$ cat src/rtl/gpio_irq_if.sv
// Memory-bus slave port of the GPIO block: select, request, write data, response.
// Latency: none of its own; carries the single-cycle request/ready handshake.
// Backpressure: master holds the request stable until it sees the one-cycle mem_ready pulse.
//
// Signals: mem_sel (decoder select), mem_valid, mem_wr, mem_addr[11:0], mem_wdata[31:0]
// from the master; mem_ready (one-cycle pulse) and mem_rdata[31:0] from the slave.
interface gpio_irq_if;
    logic        mem_sel;
    logic        mem_valid;
    logic        mem_ready;
    logic        mem_wr;
    logic [11:0] mem_addr;
    logic [31:0] mem_wdata;
    logic [31:0] mem_rdata;

    modport master (
        output mem_sel,
        output mem_valid,
        output mem_wr,
        output mem_addr,
        output mem_wdata,
        input  mem_ready,
        input  mem_rdata
    );

    modport slave (
        input  mem_sel,
        input  mem_valid,
        input  mem_wr,
        input  mem_addr,
        input  mem_wdata,
        output mem_ready,
        output mem_rdata
    );
endinterface

$ cat src/rtl/gpio_irq.sv
// GPIO peripheral: per-pin direction, atomic set/clear/toggle, synchronised inputs, edge IRQs.
// Latency: register access completes 1 cycle after request; input -> DIN after SYNC_STAGES edges.
// Backpressure: one access per 2 cycles; mem_ready is a single pulse, no stalls beyond that.
//
// Ports: clk, reset (async, active-high); bus (gpio_irq_if.slave memory port);
// gpio_oe/gpio_do (pin drive enable and data), gpio_di (raw async pin input);
// irq (registered level interrupt = any enabled sticky edge flag).
module gpio_irq #(
    parameter int                  NR_GPIOS    = 8,
    parameter int                  SYNC_STAGES = 2,
    parameter logic [NR_GPIOS-1:0] DOUT_RESET  = '0
) (
    input  logic                clk,
    input  logic                reset,
    gpio_irq_if.slave           bus,
    output logic [NR_GPIOS-1:0] gpio_oe,
    output logic [NR_GPIOS-1:0] gpio_do,
    input  logic [NR_GPIOS-1:0] gpio_di,
    output logic                irq
);

    // Word index = byte offset >> 2
    localparam logic [4:0] REG_OE     = 5'h00;
    localparam logic [4:0] REG_DOUT   = 5'h01;
    localparam logic [4:0] REG_SET    = 5'h02;
    localparam logic [4:0] REG_CLR    = 5'h03;
    localparam logic [4:0] REG_TGL    = 5'h04;
    localparam logic [4:0] REG_DIN    = 5'h05;
    localparam logic [4:0] REG_EN     = 5'h06;
    localparam logic [4:0] REG_RISE   = 5'h07;
    localparam logic [4:0] REG_FALL   = 5'h08;
    localparam logic [4:0] REG_STATUS = 5'h09;

    // Edge detection stays disabled until the sync chain and din_p hold real
    // pin values, so pins that sit high through reset do not look like edges.
    localparam int ARM_CYCLES = SYNC_STAGES + 1;
    localparam int ARM_W      = $clog2(ARM_CYCLES + 1);

    logic [NR_GPIOS-1:0] sync_q [SYNC_STAGES];
    logic [NR_GPIOS-1:0] din_s;
    logic [NR_GPIOS-1:0] din_p;
    logic [ARM_W-1:0]    arm_cnt;
    logic                armed;

    logic [NR_GPIOS-1:0] irq_en;
    logic [NR_GPIOS-1:0] irq_rise;
    logic [NR_GPIOS-1:0] irq_fall;
    logic [NR_GPIOS-1:0] irq_status;

    logic                start;
    logic                wr_en;
    logic [4:0]          reg_idx;
    logic [NR_GPIOS-1:0] wd;
    logic [NR_GPIOS-1:0] edge_hit;
    logic [NR_GPIOS-1:0] w1c;
    logic [31:0]         rd_mux;
    logic                unused_bits;

    assign din_s   = sync_q[SYNC_STAGES-1];
    assign armed   = (arm_cnt == ARM_W'(ARM_CYCLES));
    assign reg_idx = bus.mem_addr[6:2];
    assign wd      = bus.mem_wdata[NR_GPIOS-1:0];

    // mem_ready gates a new start so each held request produces exactly one pulse
    assign start = bus.mem_valid & bus.mem_sel & ~bus.mem_ready;
    assign wr_en = start & bus.mem_wr;

    assign edge_hit = armed ? ((din_s & ~din_p & irq_rise) | (~din_s & din_p & irq_fall))
                            : '0;
    assign w1c      = (wr_en && reg_idx == REG_STATUS) ? wd : '0;

    assign unused_bits = ^{bus.mem_addr[11:7], bus.mem_addr[1:0], bus.mem_wdata};

    always_comb begin
        rd_mux = '0;
        case (reg_idx)
            REG_OE:     rd_mux[NR_GPIOS-1:0] = gpio_oe;
            REG_DOUT:   rd_mux[NR_GPIOS-1:0] = gpio_do;
            REG_DIN:    rd_mux[NR_GPIOS-1:0] = din_s;
            REG_EN:     rd_mux[NR_GPIOS-1:0] = irq_en;
            REG_RISE:   rd_mux[NR_GPIOS-1:0] = irq_rise;
            REG_FALL:   rd_mux[NR_GPIOS-1:0] = irq_fall;
            REG_STATUS: rd_mux[NR_GPIOS-1:0] = irq_status;
            default:    rd_mux = '0;
        endcase
    end

    // Input synchroniser, previous-value register and arm counter
    always_ff @(posedge clk or posedge reset) begin
        if (reset) begin
            for (int i = 0; i < SYNC_STAGES; i++) begin
                sync_q[i] <= '0;
            end
            din_p   <= '0;
            arm_cnt <= '0;
        end else begin
            sync_q[0] <= gpio_di;
            for (int i = 1; i < SYNC_STAGES; i++) begin
                sync_q[i] <= sync_q[i-1];
            end
            din_p <= din_s;
            if (!armed) begin
                arm_cnt <= arm_cnt + 1'b1;
            end
        end
    end

    // Bus response, registers and interrupt state
    always_ff @(posedge clk or posedge reset) begin
        if (reset) begin
            bus.mem_ready <= 1'b0;
            bus.mem_rdata <= '0;
            gpio_oe       <= '0;
            gpio_do       <= DOUT_RESET;
            irq_en        <= '0;
            irq_rise      <= '0;
            irq_fall      <= '0;
            irq_status    <= '0;
            irq           <= 1'b0;
        end else begin
            bus.mem_ready <= start;
            if (start && !bus.mem_wr) begin
                bus.mem_rdata <= rd_mux;
            end
            if (wr_en) begin
                case (reg_idx)
                    REG_OE:   gpio_oe  <= wd;
                    REG_DOUT: gpio_do  <= wd;
                    REG_SET:  gpio_do  <= gpio_do | wd;
                    REG_CLR:  gpio_do  <= gpio_do & ~wd;
                    REG_TGL:  gpio_do  <= gpio_do ^ wd;
                    REG_EN:   irq_en   <= wd;
                    REG_RISE: irq_rise <= wd;
                    REG_FALL: irq_fall <= wd;
                    default:  ;
                endcase
            end
            // A new edge beats a simultaneous write-one-to-clear on the same bit
            irq_status <= (irq_status & ~w1c) | edge_hit;
            irq        <= |(irq_status & irq_en);
        end
    end

endmodule
$ cat src/flat_wrapper.sv
// flat-port wrapper written by rule: the top's interface ports become plain ports
module gpio_irq_flat 
#(
    parameter int                  NR_GPIOS    = 8,
    parameter int                  SYNC_STAGES = 2,
    parameter logic [NR_GPIOS-1:0] DOUT_RESET  = '0
)
  (clk, reset, gpio_oe, gpio_do, gpio_di, irq, bus_mem_sel, bus_mem_valid, bus_mem_wr, bus_mem_addr, bus_mem_wdata, bus_mem_ready, bus_mem_rdata);
  gpio_irq_if bus_i ();
  input  logic clk;
  input  logic reset;
  output logic [NR_GPIOS-1:0] gpio_oe;
  output logic [NR_GPIOS-1:0] gpio_do;
  input  logic [NR_GPIOS-1:0] gpio_di;
  output logic irq;
  input wire logic [$bits(bus_i.mem_sel)-1:0] bus_mem_sel;
  input wire logic [$bits(bus_i.mem_valid)-1:0] bus_mem_valid;
  input wire logic [$bits(bus_i.mem_wr)-1:0] bus_mem_wr;
  input wire logic [$bits(bus_i.mem_addr)-1:0] bus_mem_addr;
  input wire logic [$bits(bus_i.mem_wdata)-1:0] bus_mem_wdata;
  output wire logic [$bits(bus_i.mem_ready)-1:0] bus_mem_ready;
  output wire logic [$bits(bus_i.mem_rdata)-1:0] bus_mem_rdata;
  assign bus_i.mem_sel = bus_mem_sel;
  assign bus_i.mem_valid = bus_mem_valid;
  assign bus_i.mem_wr = bus_mem_wr;
  assign bus_i.mem_addr = bus_mem_addr;
  assign bus_i.mem_wdata = bus_mem_wdata;
  assign bus_mem_ready = bus_i.mem_ready;
  assign bus_mem_rdata = bus_i.mem_rdata;
  gpio_irq #(.NR_GPIOS(NR_GPIOS), .SYNC_STAGES(SYNC_STAGES), .DOUT_RESET(DOUT_RESET)) u_core (.clk(clk), .reset(reset), .bus(bus_i), .gpio_oe(gpio_oe), .gpio_do(gpio_do), .gpio_di(gpio_di), .irq(irq));
endmodule
$ cat config.mk
export PLATFORM = sky130hd
export DESIGN_NAME = gpio_irq_flat
export DESIGN_NICKNAME = d
export VERILOG_FILES = /design/src/rtl/gpio_irq_if.sv /design/src/rtl/gpio_irq.sv /design/src/flat_wrapper.sv
export SDC_FILE = /design/constraint.sdc
export NUM_CORES = 1
export LEC_CHECK = 0
export CAP_MARGIN = 10
export CORE_AREA = 2 2 102 94
export CTS_CLUSTER_SIZE = 10
export DETAILED_ROUTE_END_ITERATION = 8
export DIE_AREA = 0 0 104 96
export PLACE_DENSITY = 0.87
export SLEW_MARGIN = 40
export SYNTH_ARGS = -nofsm -noshare
export SYNTH_HDL_FRONTEND = slang
export SYNTH_SLANG_ARGS = --single-unit
$ cat constraint.sdc
create_clock -name clk -period 3.08 [get_ports clk]
set_input_delay 0.308 -clock clk [delete_from_list [all_inputs] [get_ports clk]]
set_output_delay 0.308 -clock clk [all_outputs]
set_load 0.02 [all_outputs]
## Word-level counts from Yosys, hierarchy flattened

Index checks and enable logic that the tools add are counted.

| word-level totals | value |
|---|---|
| register bits | 84 |
| bits of input ports | 57 |

| cells by class | value |
|---|---|
| mux-type cells | 4 |
| reduce and logical (&&, ||, !) cells | 11 |
| equality and inequality tests | 10 |
| add/sub/neg operators | 1 |
| bitwise operators | 19 |

Operator list:

| operator | count |
|---|---|
| $and A8 B8 Y8 | 7 |
| $pmux W8 S7 | 1 |
| $not A8 Y8 | 4 |
| $pmux W8 S4 | 1 |
| $or A8 B8 Y8 | 3 |
| $eq A5 B3 Y1 const B | 4 |
| $mux W8 | 2 |
| $eq A5 B2 Y1 const B | 2 |
| $eq A5 B4 Y1 const B | 2 |
| $reduce_and A2 Y1 | 5 |
| $reduce_or A8 Y1 | 1 |
| $xor A8 B8 Y8 | 1 |
| $eq A5 B1 Y1 const B | 1 |
| $logic_not A5 Y1 | 1 |
| $reduce_bool A4 Y1 | 1 |
| $and A1 B1 Y1 | 3 |
| $add A2 B1 Y2 const B | 1 |
| $eq A2 B2 Y1 const B | 1 |
| $logic_and A1 B1 Y1 | 2 |
| $logic_not A1 Y1 | 1 |
| $not A1 Y1 | 1 |

## Depth between registers and ports, before layout

Gate-level depths: netlist (run 1).

| logic depth | value |
|---|---|
| word-level depth | 8 |
| depth in mapped cells | 7 |

## Least setup slack after synthesis (run 1)

No wires, ideal clock.

| timing | value |
|---|---|
| kind | flip-flop to flip-flop |
| start point | register u_core.bus.mem_ready |
| end point | register u_core.gpio_oe[0] |
| slack | 1.227 ns |
| period minus slack after synthesis | 1.853 ns |
| data arrival time | 1.729 ns |
| cell stages (with the launch flop) | 4 |
| cells stage by stage | dfrtp_1 nand4b_1 nor4_4 mux2_2 |

| between the ends | value |
|---|---|
| word-level cells in the longest chain between the ends | 4 |

RTL lines:

| what | RTL line | RTL |
|---|---|---|
| start: declaration | gpio_irq_if.sv:32 | `output mem_ready,` |
| start signal: assignment | gpio_irq.sv:121 | `bus.mem_ready <= start;` |
| $not A1 Y1 | gpio_irq.sv:65 | `assign start = bus.mem_valid & bus.mem_sel & ~bus.mem_ready;` |
| $and A1 B1 Y1 | gpio_irq.sv:65 |  |
| $and A1 B1 Y1 | gpio_irq.sv:66 | `assign wr_en = start & bus.mem_wr;` |
| $reduce_and A2 Y1 (no line) | n/a |  |
| end signal: assignment | gpio_irq.sv:127 | `REG_OE: gpio_oe <= wd;` |
| end: declaration | gpio_irq.sv:16 | `output logic [NR_GPIOS-1:0] gpio_oe,` |

No other way between the ends.
A chain may end at the register's enable or synchronous reset.

## Worst setup path in the final report (run 1)

| timing | value |
|---|---|
| start point | input bus_mem_addr[5] |
| end point | register u_core.irq_en[6] |

| between the ends | value |
|---|---|
| word-level cells in the longest chain between the ends | 2 |

RTL lines:

| what | RTL line | RTL |
|---|---|---|
| start: declaration | flat_wrapper.sv:19 | `input wire logic [$bits(bus_i.mem_addr)-1:0] bus_mem_addr;` |
| $eq A5 B3 Y1 | gpio_irq.sv:126 | `case (reg_idx)` |
| $reduce_and A2 Y1 (no line) | n/a |  |
| end signal: assignment | gpio_irq.sv:132 | `REG_EN: irq_en <= wd;` |
| end: declaration | gpio_irq.sv:45 | `logic [NR_GPIOS-1:0] irq_en;` |

No other way between the ends.

==> flow_summary.yaml, run 1 <==
grt:
  grt.overflow.total: 0
  grt_util_all_layers_pct: 20.6
  grt_start_max_net_pins: 31
  antenna_found_initial: 0
  grt_pass1_vias: 3142
  grt_pass1_wl_mm: 15.9
floorplan:
  rows: 33
  ioPinCount: 107
  coreArea_um2: 8920
  die-area_um2: 9980
  die_y_um: 96
  die_w_um: 104
  initial_core_util_pct: 48.8
detailed_routing:
  via_per_inst: 5.75
  drt_iter0_drc: 271
  dr.pass1.iters: 5
  drcViolationCount: 0
  wl_per_cell_um: 17.6
  via_count: 3242
  ant_nets: 0
  wirelength_mm: 9.93
synth:
  ys_seq_elements: 84
  avgSynthCellArea_um2: 11.3
  syn_area_um2: 4360
  synth-seq-area-share_pct: 48.2
  synth_flop_cell: "dfrtp_1"
  syn_inst: 386
  synth-async-reset-ratio_pct: 100
  yosys_warnings: 0
  synth-edff-count: 0
  ys_types: 51
clock_network:
  postCtsSetupBuffers: 0
  cts.sinks: 84
  insertion_delay_ns: 0.36
  clk_pin_slew_ns: 0.08
  htreeDepth: 3
  cts-resized-gates: 0
  numCtsBuffers: 9
  cts_tree: "done"
  clockRootBuffer: "clkbuf_8"
  hold_buffers: 0
  clock_path_buffers: 2
timing:
  finalHoldViolations: 0
  worst_slew_pin_slew_ns: 0.797
  setup_violations: 0
  fin_skew_ns: 0.00816
  rsz0062_at_grt: "false"
  setup_slack_ns: 0.841
  finalMaxSlewViolations: 0
  relSlewSlack_pct: 46.7
  max_freq_ghz: 0.447
  tns_ns: 0
  min_period_ns: 2.24
  min_period_over_period_pct: 72.7
  holdWs_ns: 0.275
power:
  pwr-share-clk_pct: 27.0
  internal_power_uw: 1820
  ir_worst_vdd_mv: 0.208
  p_leak_uw: 0.00228
  switchingPower_uw: 828
  p_sw_share_pct: 31.3
  p_comb_share_pct: 21.6
  p_seq_share_pct: 51.4
  power.density_nw_per_um2: 525
final_layout:
  drive_above_1_share_pct: 16.5
  fin_cells: 564
  design_area_um2: 5040
  antenna-diode-count: 0
  areaGrowthSynthToFinish_pct: 15.7
  fin_nets: 511
worst_setup_path:
  cp.arrival_ns: 2.49
  cp_cell_sequence: "clkdlybuf4s50_1 > or3b_1 > nor3b_4 > and2_4 > mux2_4"
  cp_num_buf_inv: 1
  worstPathRequired_ns: 3.33
  slowest_delay_ns: 0.64
  path_class: "input pin to flip-flop"
  cp-start-kind: "input pin"
  cp_slowest_cell: "clkdlybuf4s50_1"
  r2r_slack_ns: 1.03
  r2r_cells: 4
  worstSetupStartpoint: "bus_mem_addr[5]"
  timing.rr.start: "u_core.bus.mem_ready$_DFF_PP0_"
  rr_endpoint: "u_core.gpio_do[6]$_DFFE_PP0P_"
  worst-path-max-fanout: 12
  critPathCaptureType: "flip-flop"
  critical-path-top-delay-family: "simple AND/OR/NAND/NOR gates"
place:
  post-place-cells: 548
  place_area_um2: 4870
  dp_hpwl_mm: 7.29
  place_ws_ns: 0.515
  port_buffers: 51
  gp_congestion: 0.901
hold_path:
  min_path_type: "input pin to async pin"
run_status:
  outcome: "completed"
job:
  max-cap-violations: 0
==> synthesized netlist by cell type, types with 4 or more instances <==
library cell | number | area, um2
dfrtp_1 | 84 | 2100
nand2_1 | 34 | 128
mux2_2 | 32 | 360
buf_4 | 24 | 180
nor2_1 | 21 | 78.8
inv_1 | 20 | 75.1
o21ai_0 | 19 | 95.1
ha_1 | 17 | 213
a21oi_1 | 12 | 60.1
mux2i_1 | 12 | 120
nand3b_1 | 12 | 90.1
a31oi_1 | 9 | 56.3
a22o_1 | 8 | 70.1
a2bb2oi_1 | 8 | 70.1
buf_2 | 8 | 40.0
mux2_4 | 8 | 120
a32o_1 | 5 | 50.1
a211oi_1 | 4 | 30.0
a22oi_1 | 4 | 30.0
==> flip-flops by register name (all words and copies together) (netlist names) <==
register,flops
u_core.bus.mem_rdata,8
u_core.din_p,8
u_core.din_s,8
u_core.gpio_do,8
u_core.gpio_oe,8
u_core.irq_en,8
u_core.irq_fall,8
u_core.irq_rise,8
u_core.irq_status,8
u_core.sync_q,8
u_core.arm_cnt,2
u_core.bus.mem_ready,1
u_core.irq,1
==> placed cells by master, fill, tap and decap left out, types with 2 or more instances in the layout <==
cell             instances
mux2i_1                 12
a32o_1                   5
nor2b_1                  2
clkinv_2                 4
a22oi_1                  4
nor2_1                  21
mux2_4                   8
mux2_2                  32
clkbuf_8                10
dfrtp_1                 84
ha_1                    17
a211oi_1                 4
conb_1                  24
a221oi_1                 2
nor3_1                   3
buf_4                    6
o22ai_1                  3
a31oi_1                  9
a21oi_1                 12
nand2_1                 34
clkdlybuf4s50_1         50
nand3b_1                12
a311oi_1                 3
o21ai_0                 19
a2bb2oi_1                8
a22o_1                   8
clkinvlp_4               2
nand3_1                  2
inv_1                   19
==> routing by layer <==
metal,part of all wire (%),track usage [%],vias to the layer above
met1,41,24.9,1613
met4,2.2,6.08,0
met2,49,36.7,164
met3,7.0,5.42,24
li1,-,-,1441
met5,0,0,-
==> worst register-to-register path: stages (launching register included) <==
cell	delay, ns
dfrtp_1	0.39
nand4b_1	0.44
nor4b_4	0.86
nor2_1	0.12
a31oi_1	0.17
==> stage by stage <==
| stage | utilization, % | power [uW] |
|---|---|---|
| finish | 56.5 | 2650 |
| global route | 56.5 | 2770 |
| CTS | 56.5 | 2650 |
| detailed placement | 54.6 | 1940 |
| global placement | 54.6 | 1910 |
| floorplan | - | 1720 |
==> power by group through the flow <==
stage	clock, uW	combinational (uW)	sequential (uW)
2_1_floorplan	0	329	1400
3_3_place_gp	0	545	1370
3_5_place_dp	0	567	1380
4_1_cts	723	572	1360
5_1_grt	777	620	1370
6_report	715	572	1360
==> how the worst max path moves through the flow <==
stage / cells past startpoint / slack (ns) / end
5_1_grt: 5 / 0.77 / u_core.gpio_do[4]$_DFFE_PP0P_
3_3_place_gp: 5 / 0.54 / u_core.irq_en[4]$_DFFE_PP0P_
3_5_place_dp: 5 / 0.51 / u_core.irq_en[7]$_DFFE_PP0P_
4_1_cts: 5 / 0.89 / u_core.irq_en[5]$_DFFE_PP0P_
6_report: 5 / 0.84 / u_core.irq_en[6]$_DFFE_PP0P_
2_1_floorplan: 1 / 0.61 / u_core.arm_cnt[0]$_DFFE_PP0N_
==> layout make-up <==
type	instances	area (um2)
fillers	755	3880
flip-flops and latches	84	2100
multi-input cells	265	1980
repair buffers	57	551
well taps	122	153
clock buffers	10	138
inverters	20	76.3
clock inverters	6	38.8
==> logic make-up (layout without fill, tap and decap cells) <==
kind of cell,count (synthesis),in the layout,synth area share [%]
AOI/OAI and AO/OA,79,79,12.3
xor gates and xnor gates,1,1,0.201
other,1,24,0.0861
muxes,52,52,13.8
adders and majority gates,17,17,4.88
and+or+nand+nor,92,92,12.3
DFF,84,84,48.2
buffers and inverters,60,93,8.18
(Power assumes the default switching activity.)
==> run 2, diff against run 1 <==
==> constraint.sdc (replaced) <==
create_clock -name clk -period 2.1 [get_ports clk]
set_input_delay 0.21 -clock clk [delete_from_list [all_inputs] [get_ports clk]]
set_output_delay 0.21 -clock clk [all_outputs]
set_load 0.02 [all_outputs]
==> flow_summary.yaml, run 2 (synthesis gave the netlist of run 1 again) <==
grt:
  grt_util_all_layers_pct: 22.3
  grt_start_max_net_pins: 85
  antenna_found_initial: 0
  grt.overflow.total: 0
  grt_pass1_wl_mm: 16.9
  grt_pass1_vias: 3316
power:
  ir_worst_vdd_mv: 0.338
  total_power_uw: 4080
  p_leak_uw: 0.00241
  power.density_nw_per_um2: 772
clock_network:
  clk_pin_slew_ns: 0.08
  cts.sinks: 84
  insertion_delay_ns: 0.37
  cts_tree: "done"
  htreeDepth: 3
  clock_path_buffers: 2
  numCtsBuffers: 9
  clockRootBuffer: "clkbuf_8"
  hold_buffers: 0
  cts-resized-gates: 0
  postCtsSetupBuffers: 0
floorplan:
  ioPinCount: 107
  initial_core_util_pct: 48.8
  die_y_um: 96
  die_w_um: 104
  coreArea_um2: 8920
  rows: 33
  die-area_um2: 9980
final_layout:
  final_common_cell: "dfrtp_1"
  n_fill_cell: 724
  fin_cells: 585
  antenna-diode-count: 0
  areaGrowthSynthToFinish_pct: 21.4
  fin_nets: 532
  drive_above_1_share_pct: 20.1
  multiInputGateArea_um2: 1980
  regArea_um2: 2100
  final_cell_mix: "84 x dfrtp_1, 50 x clkdlybuf4s50_1, 34 x nand2_1"
timing:
  rsz0062_at_grt: "false"
  fin_skew_ns: 0.00495
  tns_ns: 0
  finalHoldViolations: 0
  min_period_ns: 1.87
  setup_violations: 0
  relSlewSlack_pct: 44.6
  min_period_over_period_pct: 89.0
  max_freq_ghz: 0.535
  worst_slew_pin_slew_ns: 0.820
  finalMaxSlewViolations: 0
  setup_slack_ns: 0.231
detailed_routing:
  drcViolationCount: 0
  ant_nets: 0
  dr.pass1.iters: 5
  wirelength_mm: 10.6
  wl_per_cell_um: 18.1
  via_per_inst: 5.74
  drt_iter0_drc: 338
  via_count: 3360
worst_setup_path:
  slowest_delay_ns: 0.69
  cp_slowest_cell: "nor4b_1"
  path_class: "input pin to flip-flop"
  cp_cell_sequence: "clkdlybuf4s50_1 > buf_4 > nor4b_1 > a32o_1 > a311oi_1 > o21ai_0"
  worst-path-max-fanout: 9
  cp-start-kind: "input pin"
  cp.arrival_ns: 2.15
  worstPathRequired_ns: 2.38
  critPathCaptureType: "flip-flop"
place:
  dp_hpwl_mm: 7.53
  gp_congestion: 0.920
  place_ws_ns: -0.0797
  post-place-cells: 569
  port_buffers: 51
job:
  max-cap-violations: 0
run_status:
  outcome: "completed"
hold_path:
  min_path_type: "input pin to flip-flop"
==> run 2: cell count changes in the layout (fill, tap and decap cells not counted), sizes merged <==
cell,change
buf,+21
clkbuf,+3
clkinv,-2
bufinv,+1
clkinvlp,-1
inv,-1
==> run 2: worst paths after layout <==
check	slack (ns)	depth (start not counted)	to	startpoint
worst max-delay path	0.23	6	u_core.bus.mem_rdata[3]$_DFFE_PP0P_	bus_mem_addr[5]
worst min-delay path	0.27	1	u_core.sync_q[15]$_DFF_PP0_	gpio_di[7]
worst max register to register	0.39	4	u_core.gpio_oe[0]$_DFFE_PP0P_	u_core.bus.mem_ready$_DFF_PP0_
worst min register to register	0.35	0	u_core.din_s[6]$_DFF_PP0_	u_core.sync_q[14]$_DFF_PP0_
max in group asynchronous	1.45	3	u_core.gpio_oe[1]$_DFFE_PP0P_	reset
min in group asynchronous	0.30	3	u_core.sync_q[14]$_DFF_PP0_	reset
==> run 2: per-stage QoR <==
step / hold WS, ns / area, um2 / util (%)
6_report: 0.274 / 5290 / 59.3
5_1_grt: 0.278 / 5290 / 59.3
4_1_cts: 0.263 / 5290 / 59.3
3_5_place_dp: 0.335 / 5080 / 56.9
3_3_place_gp: 0.334 / 5080 / 56.9
2_1_floorplan: 0.241 / 4450 / -
==> run 2: final cells by class <==
cell class,instances,share of cell area (%)
sequential,84,39.7
multi-input combinational,265,37.5
timing repair buffer,78,14.3
clock buffer,13,3.19
tap,122,2.89
inverter,20,1.49
clock inverter,3,0.828
==> run 2: routing by layer <==
| layer | routed length [um] | track usage (%) |
|---|---|---|
| met1 | 4210 | 27.4 |
| met2 | 5190 | 37.5 |
| met3 | 773 | 5.69 |
| met4 | 387 | 10.6 |
| met5 | 0 | 0 |
==> run 2: critical path: cells and delay by family <==
kind                   cells  cell delay, ns
AO/OA/AOI/OAI              3            0.55
buffers and inverters      2            0.71
AND/OR/NAND/NOR            1            0.69
==> run 2: power breakdown <==
part | switching, uW | internal (uW)
clock network | 568 | 648
registers | 192 | 1810
logic | 450 | 420
